[config.mk]
export PLATFORM = sky130hd
export DESIGN_NAME = avg_pool_accumulator
export DESIGN_NICKNAME = d
export VERILOG_FILES = /design/src/rtl/avg_pool_accumulator.sv
export SDC_FILE = /design/constraint.sdc
export NUM_CORES = 1
export LEC_CHECK = 0
export CAP_MARGIN = 10
export CORE_AREA = 2 2 137 139
export DETAILED_ROUTE_END_ITERATION = 8
export DIE_AREA = 0 0 139 141
export PLACE_DENSITY_LB_ADDON = 0.2
export SYNTH_ARGS = -nofsm -noshare
export SYNTH_HDL_FRONTEND = slang
export SYNTH_SLANG_ARGS = --single-unit
[constraint.sdc]
create_clock -name clk -period 5.3 [get_ports clk]
set_input_delay 1.59 -clock clk [delete_from_list [all_inputs] [get_ports clk]]
set_output_delay 1.59 -clock clk [all_outputs]
set_load 0.005 [all_outputs]
[src/rtl/avg_pool_accumulator.sv]
`default_nettype none
// +------------------------------------------------------------------------+
// | avg_pool_accumulator: streaming WINDOW-sample rounded average (rev 1.0)  |
// +------------------------------------------------------------------------+
module avg_pool_accumulator #(
  parameter int DATA_W = 32,
  parameter int WINDOW = 4
) (
  input  logic                      clk,
  input  logic                      rst,
  input  logic                      clr,
  input  logic                      in_valid,
  input  logic [DATA_W-1:0]         in_data,
  output logic                      out_valid,
  output logic [DATA_W-1:0]         out_data,
  output logic [$clog2(WINDOW)-1:0] win_cnt,
  output logic                      busy
);

  localparam int K     = $clog2(WINDOW);
  localparam int ACC_W = DATA_W + K;
  localparam logic [K-1:0]     LAST_IDX   = K'(WINDOW - 1);
  localparam logic [ACC_W-1:0] ROUND_HALF = ACC_W'(1) << (K - 1);

  typedef enum logic [0:0] {
    EMPTY   = 1'b0,
    FILLING = 1'b1
  } state_t;

  state_t             state_q, state_d;
  logic [ACC_W-1:0]   acc_q, acc_d;
  logic [K-1:0]       cnt_q, cnt_d;
  logic [ACC_W-1:0]   sum_q, sum_d;
  logic               sum_v_q, sum_v_d;
  logic               out_valid_q, out_valid_d;
  logic [DATA_W-1:0]  out_data_q, out_data_d;

  logic [ACC_W-1:0]   acc_plus;
  logic [ACC_W-1:0]   rnd;
  logic               window_done;
  logic               unused_rnd_lsbs;

  always_comb begin
    acc_d       = acc_q;
    cnt_d       = cnt_q;
    sum_d       = sum_q;
    sum_v_d     = 1'b0;
    out_valid_d = 1'b0;
    out_data_d  = out_data_q;
    state_d     = state_q;

    acc_plus    = acc_q + {{K{in_data[DATA_W-1]}}, in_data};
    // Adding half then keeping the bits above K is the arithmetic shift
    // with round-half-up; the upper DATA_W bits are the result.
    rnd         = sum_q + ROUND_HALF;
    window_done = in_valid && (cnt_q == LAST_IDX);

    if (clr) begin
      acc_d = '0;
      cnt_d = '0;
    end else begin
      out_valid_d = sum_v_q;
      if (sum_v_q) begin
        out_data_d = rnd[ACC_W-1:K];
      end
      if (in_valid) begin
        if (window_done) begin
          sum_d   = acc_plus;
          sum_v_d = 1'b1;
          acc_d   = '0;
          cnt_d   = '0;
        end else begin
          acc_d = acc_plus;
          cnt_d = cnt_q + K'(1);
        end
      end
    end

    case (state_q)
      EMPTY:   if (!clr && in_valid) state_d = FILLING;
      FILLING: if (clr || window_done) state_d = EMPTY;
      default: state_d = EMPTY;
    endcase
  end

  always_ff @(posedge clk or posedge rst) begin
    if (rst) begin
      state_q     <= EMPTY;
      acc_q       <= '0;
      cnt_q       <= '0;
      sum_q       <= '0;
      sum_v_q     <= 1'b0;
      out_valid_q <= 1'b0;
      out_data_q  <= '0;
    end else begin
      state_q     <= state_d;
      acc_q       <= acc_d;
      cnt_q       <= cnt_d;
      sum_q       <= sum_d;
      sum_v_q     <= sum_v_d;
      out_valid_q <= out_valid_d;
      out_data_q  <= out_data_d;
    end
  end

  assign unused_rnd_lsbs = ^rnd[K-1:0];

  assign out_valid = out_valid_q;
  assign out_data  = out_data_q;
  assign win_cnt   = cnt_q;
  assign busy      = (state_q == FILLING) || sum_v_q || out_valid_q;

endmodule
`default_nettype wire

==> results of run 1 <==
power groups by stage:
stage / Combinational, W / Clock (W) / Sequential (W)
after floorplan: 0.000500 / 0 / 0.00100
after global placement: 0.000698 / 0 / 0.00103
after detailed placement: 0.000705 / 0 / 0.00103
after CTS: 0.000708 / 0.000715 / 0.00102
after global routing: 0.000792 / 0.000749 / 0.00104
final: 0.000708 / 0.000696 / 0.00102
cells by family after synthesis:
family / Yosys count / synth area share
AND/OR/NAND/NOR: 215 / 0.157
AO/OA/AOI/OAI: 192 / 0.196
flip-flops: 104 / 0.440
XOR/XNOR: 64 / 0.0948
buffers and inverters: 45 / 0.0290
adder cells (fa/ha/maj): 36 / 0.0775
multiplexers: 3 / 0.00550
flip-flops by register name, indices dropped and copies added (netlist names):
| name | cells |
|---|---|
| state_q | 1 |
| win_cnt | 2 |
| out_data | 32 |
| sum_v_q | 1 |
| acc_q | 34 |
| sum_q | 33 |
| out_valid | 1 |
area by class of cell:
| type | instances | area (um^2) | share of cell area |
|---|---|---|---|
| multi-input cells | 510 | 3140 | 0.438 |
| flip-flops and latches | 104 | 2600 | 0.363 |
| repair buffers | 76 | 748 | 0.104 |
| well taps | 234 | 293 | 0.0408 |
| clock buffers | 11 | 243 | 0.0339 |
| inverters | 19 | 73.8 | 0.0103 |
| clock inverters | 5 | 65.1 | 0.00908 |
worst max-delay path by stage:
stage | from | to | slack [ns]
after floorplan | rst | acc_q[0] | 0.98
after CTS | in_data[0] | sum_q[32] | 1.06
after detailed placement | in_data[0] | sum_q[32] | 0.70
after global routing | in_data[0] | acc_q[18] | 0.86
final | in_data[0] | sum_q[32] | 1.05
after global placement | in_data[0] | sum_q[32] | 0.75
tightest hold or removal path: stages, from the launching register on:
cell,delay [ns]
dfrtp_1,0.34
nand2_1,0.05
o21ai_0,0.06
through the flow:
stage / hold WS (ns) / cell area [um^2] / instances
after floorplan: 0.450 / 5910 / 659
after global placement: 0.467 / 6860 / 943
after detailed placement: 0.473 / 6860 / 943
after CTS: 0.489 / 7170 / 959
after global routing: 0.510 / 7170 / 959
final: 0.484 / 7170 / 959
cell usage after synthesis (all sizes together) (6+ instances only):
library cell  number
nand3             20
a21oi             37
a21o              12
xor2              28
nor3               6
nand4             11
o21bai             8
nor2              29
dfrtp            104
and3               7
nand2            131
o21ai            107
inv               19
xnor2             36
ha                35
clkbuf            24
per-layer routing:
layer,vias to the layer above,GRT usage
met2,87,0.240
met1,2245,0.204
met3,12,0.0224
met4,0,0.0510
li1,2409,-
met5,-,0
==> impl_metrics.yaml, run 1 <==
critical_path:
  path_class: "in -> reg"
  path_cells: "clkdlybuf4s50_1 > ha_1 > fa_1 > a21o_1 > nand4_1 > a21oi_2 > o21ai_1 > a31o_1 > o311a_4 > o31ai_2 > a21oi_1 > xnor2_1 > mux2_2"
  critPathMaxFanout: 3
  start_kind: "primary input"
  ff2ff_path_depth: 12
  r2r_end: "sum_q[32]"
  critical_path.endpoint_type: "flip-flop"
  cp.arrival_ns: 4.49
  crit_cells: 13
  rrSetupSlack_ns: 2.35
  slowest_delay_ns: 0.46
  cpLargestDelayFamily: "compound AO/OA/AOI/OAI gates"
  path_buf_inv: 1
  cpMaxStageDelayCell: "clkdlybuf4s50_1"
  r2r_start: "acc_q[0]"
  cp_data_required_time_ns: 5.53
logic_synthesis:
  syn_avg_cell_area_um2: 8.97
  synth_top_cell_by_area: "dfrtp_1"
  synthCells: 659
  netlist_area_um2: 5910
  synthesis.nets: 731
  synth.top_cell.area_share: 0.440
  synth_edf_count: 0
  async_flop_share: 1.00
  synth_cell_types: 51
  synthFlopType: "dfrtp_1"
  ys_seq_area_frac: 0.440
  yosys_warnings: 0
  ys_ff_latch: 104
  synthTopCellsByArea: "dfrtp_1, o21ai_0, nand2_1, ha_1, xnor2_1"
pwr:
  power.leakage_nw: 3.13
  totalPowerFinal_w: 0.00242
  peakVddDrop_v: 0.000190
  power.switching_w: 0.000836
  clkPwrFrac: 0.287
  seqPwrFrac: 0.420
  p_sw_frac: 0.345
  power.density_nw_per_um2: 338
  p_comb_frac: 0.292
  internal-power_w: 0.00159
layout:
  final_util: 0.392
  drive_gt1_frac: 0.0538
  nets: 792
  area_growth_pct: 21.2
  antenna_cells: 0
  final_cell_mix: "nand2_1, dfrtp_1, o21ai_0"
  layout_commonest_cell: "nand2_1"
  nFillCells: 1873
clock_tree:
  cts_tree: "built"
  clk_latency_ns: 0.34
  clk_pin_slew_ns: 0.07
  holdBufCountCts: 0
  clock-sinks: 104
  post_cts_buffers: 0
  cts_buffers: 9
  htreeDepth: 3
  root_buffer: "clkbuf_16"
  cts_buffer_depth: 2
  cts_resized: 0
sta:
  worst_slack_ns: 1.05
  min_period_over_period: 0.802
  max_slew.worst_pin.slew_ns: 1.10
  fmax_ghz: 0.235
  drv_slew: 0
  fin_skew_ns: 0.00482
  max_slew_margin: 0.263
  fin_tns_setup_ns: 0
  hold_violations: 0
  fin_crit_ns: 4.25
  rsz0062_at_grt: "false"
  setup_viol: 0
drt:
  wl_met3_um: 515
  wl_per_cell_um: 15.1
  drt_iter0_markers: 255
  top_layer_used: "met4"
  antenna_left: 0
  routed_wl_mm: 14.4
  m1WireLength_mm: 7.30
  via_per_inst: 4.96
  drcViolationCount: 0
  met2_length_mm: 6.46
  vias: 4753
  firstDrtPassIters: 4
placement:
  port_buffers: 71
  dpl.hpwl_mm: 11.1
  finalWeightedCongestion: 0.902
  place_ws_ns: 0.700
worst_hold_path:
  holdPathEnd: "out_data[2]"
  worstHoldPathCells: 2
  worstHoldPathType: "reg -> reg"
  hp-start: "out_data[2]"
global_route:
  antenna_found_initial: 0
  grt_pass1_vias: 4621
  grt_max_degree: 52
  overflow: 0
  grt_pass1_wl_mm: 23.5
  track_usage: 0.148
run_status:
  outcome: "completed"
floorplan:
  rows: 50
  die-area_um2: 19600
  die_w_um: 139
  die_y_um: 141
  io-pin-count: 72
  coreArea_um2: 18300
  initial_core_util: 0.324
job:
  maxCapViolations: 0
Power figures use the tool's default switching activity.
==> inputs of run 2 (changes only) <==
==> constraint.sdc (replaced) <==
create_clock -name clk -period 3.9 [get_ports clk]
set_input_delay 1.17 -clock clk [delete_from_list [all_inputs] [get_ports clk]]
set_output_delay 1.17 -clock clk [all_outputs]
set_load 0.005 [all_outputs]
==> run 2 against run 1 <==
Effect of this change: global-route usage is 0.62 points higher; setup slack worse by 0.89 ns; clock skew is 0.0012 ns higher; total power is 40% higher; core utilization is 1.9 points higher; clock power is 32% higher; largest cell class unchanged; design area is 4.8% higher.
==> impl_metrics.yaml, run 2 (same netlist as run 1, synthesis figures left out) <==
worst_hold_path:
  hp-start: "out_data[2]"
  worstHoldPathType: "reg -> reg"
drt:
  firstDrtPassIters: 5
  drt_iter0_markers: 313
  drcViolationCount: 0
  antenna_left: 0
  via_per_inst: 4.88
  vias: 4896
  wl_per_cell_um: 14.7
  routed_wl_mm: 14.7
critical_path:
  critPathMaxFanout: 3
  slowest_delay_ns: 0.48
  critical_path.endpoint_type: "flip-flop"
  rrSetupSlack_ns: 1.08
  cpMaxStageDelayCell: "clkdlybuf4s50_1"
  path_class: "in -> reg"
  cp_data_required_time_ns: 4.14
  crit_start: "in_data[0]"
  r2r_start: "acc_q[0]"
  cp.arrival_ns: 3.98
  start_kind: "primary input"
  path_cells: "clkdlybuf4s50_1 > ha_1 > fa_1 > a21o_1 > nand4_1 > a21oi_2 > o21ai_1 > a31o_1 > o311a_4 > o31ai_2 > a21oi_1 > xnor2_1 > mux2_2"
clock_tree:
  clk_latency_ns: 0.35
  clock-sinks: 104
  htreeDepth: 3
  cts_tree: "built"
  clk_pin_slew_ns: 0.07
  post_cts_buffers: 0
  cts_buffers: 9
  root_buffer: "clkbuf_16"
  cts_buffer_depth: 2
sta:
  worst_slack_ns: 0.157
  setup_viol: 0
  rsz0062_at_grt: "false"
  drv_slew: 0
  max_slew.worst_pin.slew_ns: 0.746
  fin_skew_ns: 0.00597
  fmax_ghz: 0.267
  hold_violations: 0
  min_period_over_period: 0.960
  max_slew_margin: 0.502
  fin_crit_ns: 3.74
layout:
  layout_commonest_cell: "nand2_1"
  area_growth_pct: 27.1
  fin_cells: 1003
  final_cell_mix: "nand2_1, dfrtp_1, o21ai_0"
  largest_register_ffs: 34
  regMostFlops: "acc_q"
  nets: 836
  drive_gt1_frac: 0.109
  antenna_cells: 0
global_route:
  overflow: 0
  grt_pass1_vias: 4919
  antenna_found_initial: 0
  grt_pass1_wl_mm: 24.4
  grt_max_degree: 48
  track_usage: 0.154
floorplan:
  rows: 50
  die_w_um: 139
  die_y_um: 141
  die-area_um2: 19600
  io-pin-count: 72
  coreArea_um2: 18300
  initial_core_util: 0.324
pwr:
  power.leakage_nw: 3.33
  power.density_nw_per_um2: 451
  peakVddDrop_v: 0.000227
job:
  maxCapViolations: 0
placement:
  place_ws_ns: -0.225
  dp.cells: 987
  port_buffers: 71
  finalWeightedCongestion: 0.863
  dpl.hpwl_mm: 11.6
run_status:
  outcome: "completed"
==> run 2: changes by cell type in the layout (fill, tap and decap cells not counted), sizes merged <==
cell,delta
inv,-1
clkinvlp,+2
clkinv,-1
buf,+44
==> run 2: timing repair <==
item / 4_1_cts / 5_1_grt
setup endpoints to repair: 0 / 2
gates resized for setup: 0 / 3
hold buffers: 0 / 0
==> run 2: path summary, 6_finish.rpt <==
kind / to / cells past startpoint
max: sum_q[32] / 13
min: out_data[2] / 2
max reg2reg: sum_q[32] / 12
min reg2reg: out_data[2] / 2
max in group asynchronous: acc_q[19] / 3
min in group asynchronous: out_data[6] / 2
==> run 2: metal layers <==
layer  up-vias  global-route usage  part of all wire
li1       2507                   -                 -
met1      2287               0.213              0.49
met2        85               0.250              0.46
met3        17              0.0214             0.036
met4         0              0.0569             0.016
met5         -                   0                 0
==> run 2: where the power goes <==
part / internal [W] / switching, W / total (W)
logic: 0.000495 / 0.000585 / 0.00108
registers: 0.00123 / 0.000152 / 0.00138
clock network: 0.000506 / 0.000416 / 0.000922
==> run 2: area by class of cell <==
type,count,area (um^2)
clock buffer,11,233
clock inverter,5,66.3
fill,1796,10800
inverter,19,75.1
multi-input combinational,510,3150
sequential,104,2600
tap,234,293
timing repair buffer,120,1090
==> run 2: through the flow <==
stage                     hold slack (ns)  TNS, ns  cell area (um^2)   util  total power, W
after global placement              0.467   -0.569              7200  0.394         0.00245
final                               0.483        0              7510  0.411         0.00339
after global routing                0.514        0              7510  0.411         0.00362
after CTS                           0.489        0              7500  0.411         0.00341
after floorplan                     0.450        0              5920      -         0.00204
after detailed placement            0.473   -0.944              7200  0.394         0.00248
==> run 2: worst max-delay path: cells and delay by family <==
family / cells / cell delay [ns]
AOI/OAI and AO/OA: 7 / 1.37
xor gates and xnor gates: 1 / 0.15
adders and majority gates: 2 / 0.38
buffers and inverters: 1 / 0.48
muxes: 1 / 0.26
and+or+nand+nor: 1 / 0.15
==> inputs of run 3 (changes only) <==
--- a/config.mk
+++ b/config.mk
@@ -9,6 +9,7 @@
 export CORE_AREA = 2 2 137 139
 export DETAILED_ROUTE_END_ITERATION = 8
 export DIE_AREA = 0 0 139 141
+export GPL_ROUTABILITY_DRIVEN = 0
 export PLACE_DENSITY_LB_ADDON = 0.2
 export SYNTH_ARGS = -nofsm -noshare
 export SYNTH_HDL_FRONTEND = slang
==> run 3 against run 2 <==
Effect of this change: routed wire length down 0.64%; total power down 2.5%; setup slack better by 0.044 ns; critical path type unchanged; maximum frequency up 1.2%.
==> impl_metrics.yaml, run 3 (same netlist as run 1, synthesis figures left out) <==
floorplan:
  die_y_um: 141
  die-area_um2: 19600
  initial_core_util: 0.324
  io-pin-count: 72
  die_w_um: 139
  coreArea_um2: 18300
  rows: 50
clock_tree:
  clock-sinks: 104
  holdBufCountCts: 0
  htreeDepth: 3
  root_buffer: "clkbuf_16"
  clk_pin_slew_ns: 0.07
  cts_tree: "built"
  cts_buffers: 9
  post_cts_buffers: 0
  clk_latency_ns: 0.35
  cts_resized: 0
  cts_buffer_depth: 2
layout:
  layout_commonest_cell: "nand2_1"
  final_util: 0.409
  largest_register_ffs: 34
  regMostFlops: "acc_q"
  drive_gt1_frac: 0.106
  nets: 835
  area_growth_pct: 26.4
  antenna_cells: 0
  final_cell_mix: "nand2_1, dfrtp_1, o21ai_0"
sta:
  fin_skew_ns: 0.00930
  fin_crit_ns: 3.70
  setup_viol: 0
  fmax_ghz: 0.270
  drv_slew: 0
  max_slew.worst_pin.slew_ns: 0.684
  max_slew_margin: 0.543
  min_period_over_period: 0.948
  rsz0062_at_grt: "false"
  fin_tns_setup_ns: 0
  hold_violations: 0
drt:
  vias: 4832
  firstDrtPassIters: 4
  routed_wl_mm: 14.6
  drcViolationCount: 0
  via_per_inst: 4.83
  drt_iter0_markers: 266
  antenna_left: 0
  wl_per_cell_um: 14.6
pwr:
  peakVddDrop_v: 0.000248
  power.density_nw_per_um2: 442
  power.leakage_nw: 3.30
  totalPowerFinal_w: 0.00330
run_status:
  outcome: "completed"
critical_path:
  critical_path.endpoint_type: "flip-flop"
  path_class: "in -> reg"
  cp_data_required_time_ns: 4.14
  start_kind: "primary input"
  critPathMaxFanout: 3
  cp.arrival_ns: 3.94
global_route:
  track_usage: 0.152
  grt_pass1_vias: 4778
  grt_max_degree: 45
  antenna_found_initial: 1
  grt_pass1_wl_mm: 24.2
  overflow: 0
placement:
  port_buffers: 71
  dpl.hpwl_mm: 11.5
job:
  maxCapViolations: 0
worst_hold_path:
  worstHoldPathType: "reg -> reg"
==> run 3: worst max-delay path, stage by stage <==
cell and delay [ns]:
clkdlybuf4s50_1 0.47, ha_1 0.18, fa_1 0.19, a21o_1 0.14, nand4_1 0.15, a21oi_2 0.22, o21ai_1 0.12, a31o_1 0.28
o311a_4 0.33, o31ai_2 0.17, a21oi_1 0.11, xnor2_1 0.15, mux2_2 0.27
==> run 3: report_power, final <==
part           leakage [nW]  total (W)  switching (W)  internal (W)
logic                  1.77    0.00106       0.000577      0.000487
clock network         0.124   0.000854       0.000405      0.000449
registers              1.41    0.00138       0.000150       0.00123
total                  3.30    0.00330        0.00113       0.00217
==> run 3: cell type report <==
class | count | area [um^2]
Sequential cell | 104 | 2600
Fill cell | 1822 | 10800
Clock buffer | 11 | 243
Tap cell | 234 | 293
Inverter | 19 | 75.1
Multi-Input combinational cell | 510 | 3140
Clock inverter | 4 | 31.3
Timing Repair Buffer | 119 | 1080
==> run 3: path summary, 6_finish.rpt <==
| path | from | slack, ns | depth (start not counted) | to |
|---|---|---|---|---|
| max | in_data[0] | 0.20 | 13 | sum_q[32] |
| min | out_data[27] | 0.48 | 2 | out_data[27] |
| max reg2reg | acc_q[0] | 1.09 | 12 | sum_q[32] |
| min reg2reg | out_data[27] | 0.48 | 2 | out_data[27] |
| max in group asynchronous | rst | 1.77 | 3 | acc_q[15] |
| min in group asynchronous | rst | 1.28 | 2 | out_data[6] |
==> run 3: layer usage <==
layer  share of wire  vias up  wire (um)  GRT usage
met2            0.46       80       6660      0.247
met5               0        -          0          0
met4           0.014        0        204     0.0415
li1                -     2485          -          -
met1            0.50     2253       7300      0.211
met3           0.031       14        455     0.0268
==> run 3: per-stage QoR <==
stage,instances,setup WS (ns),instance area [um^2],hold WS [ns]
global route,1001,0.0423,7470,0.513
detailed placement,986,-0.162,7200,0.473
finish,1001,0.201,7470,0.483
CTS,1001,0.197,7470,0.489
global placement,986,-0.153,7200,0.467
floorplan,659,0.497,5920,0.450
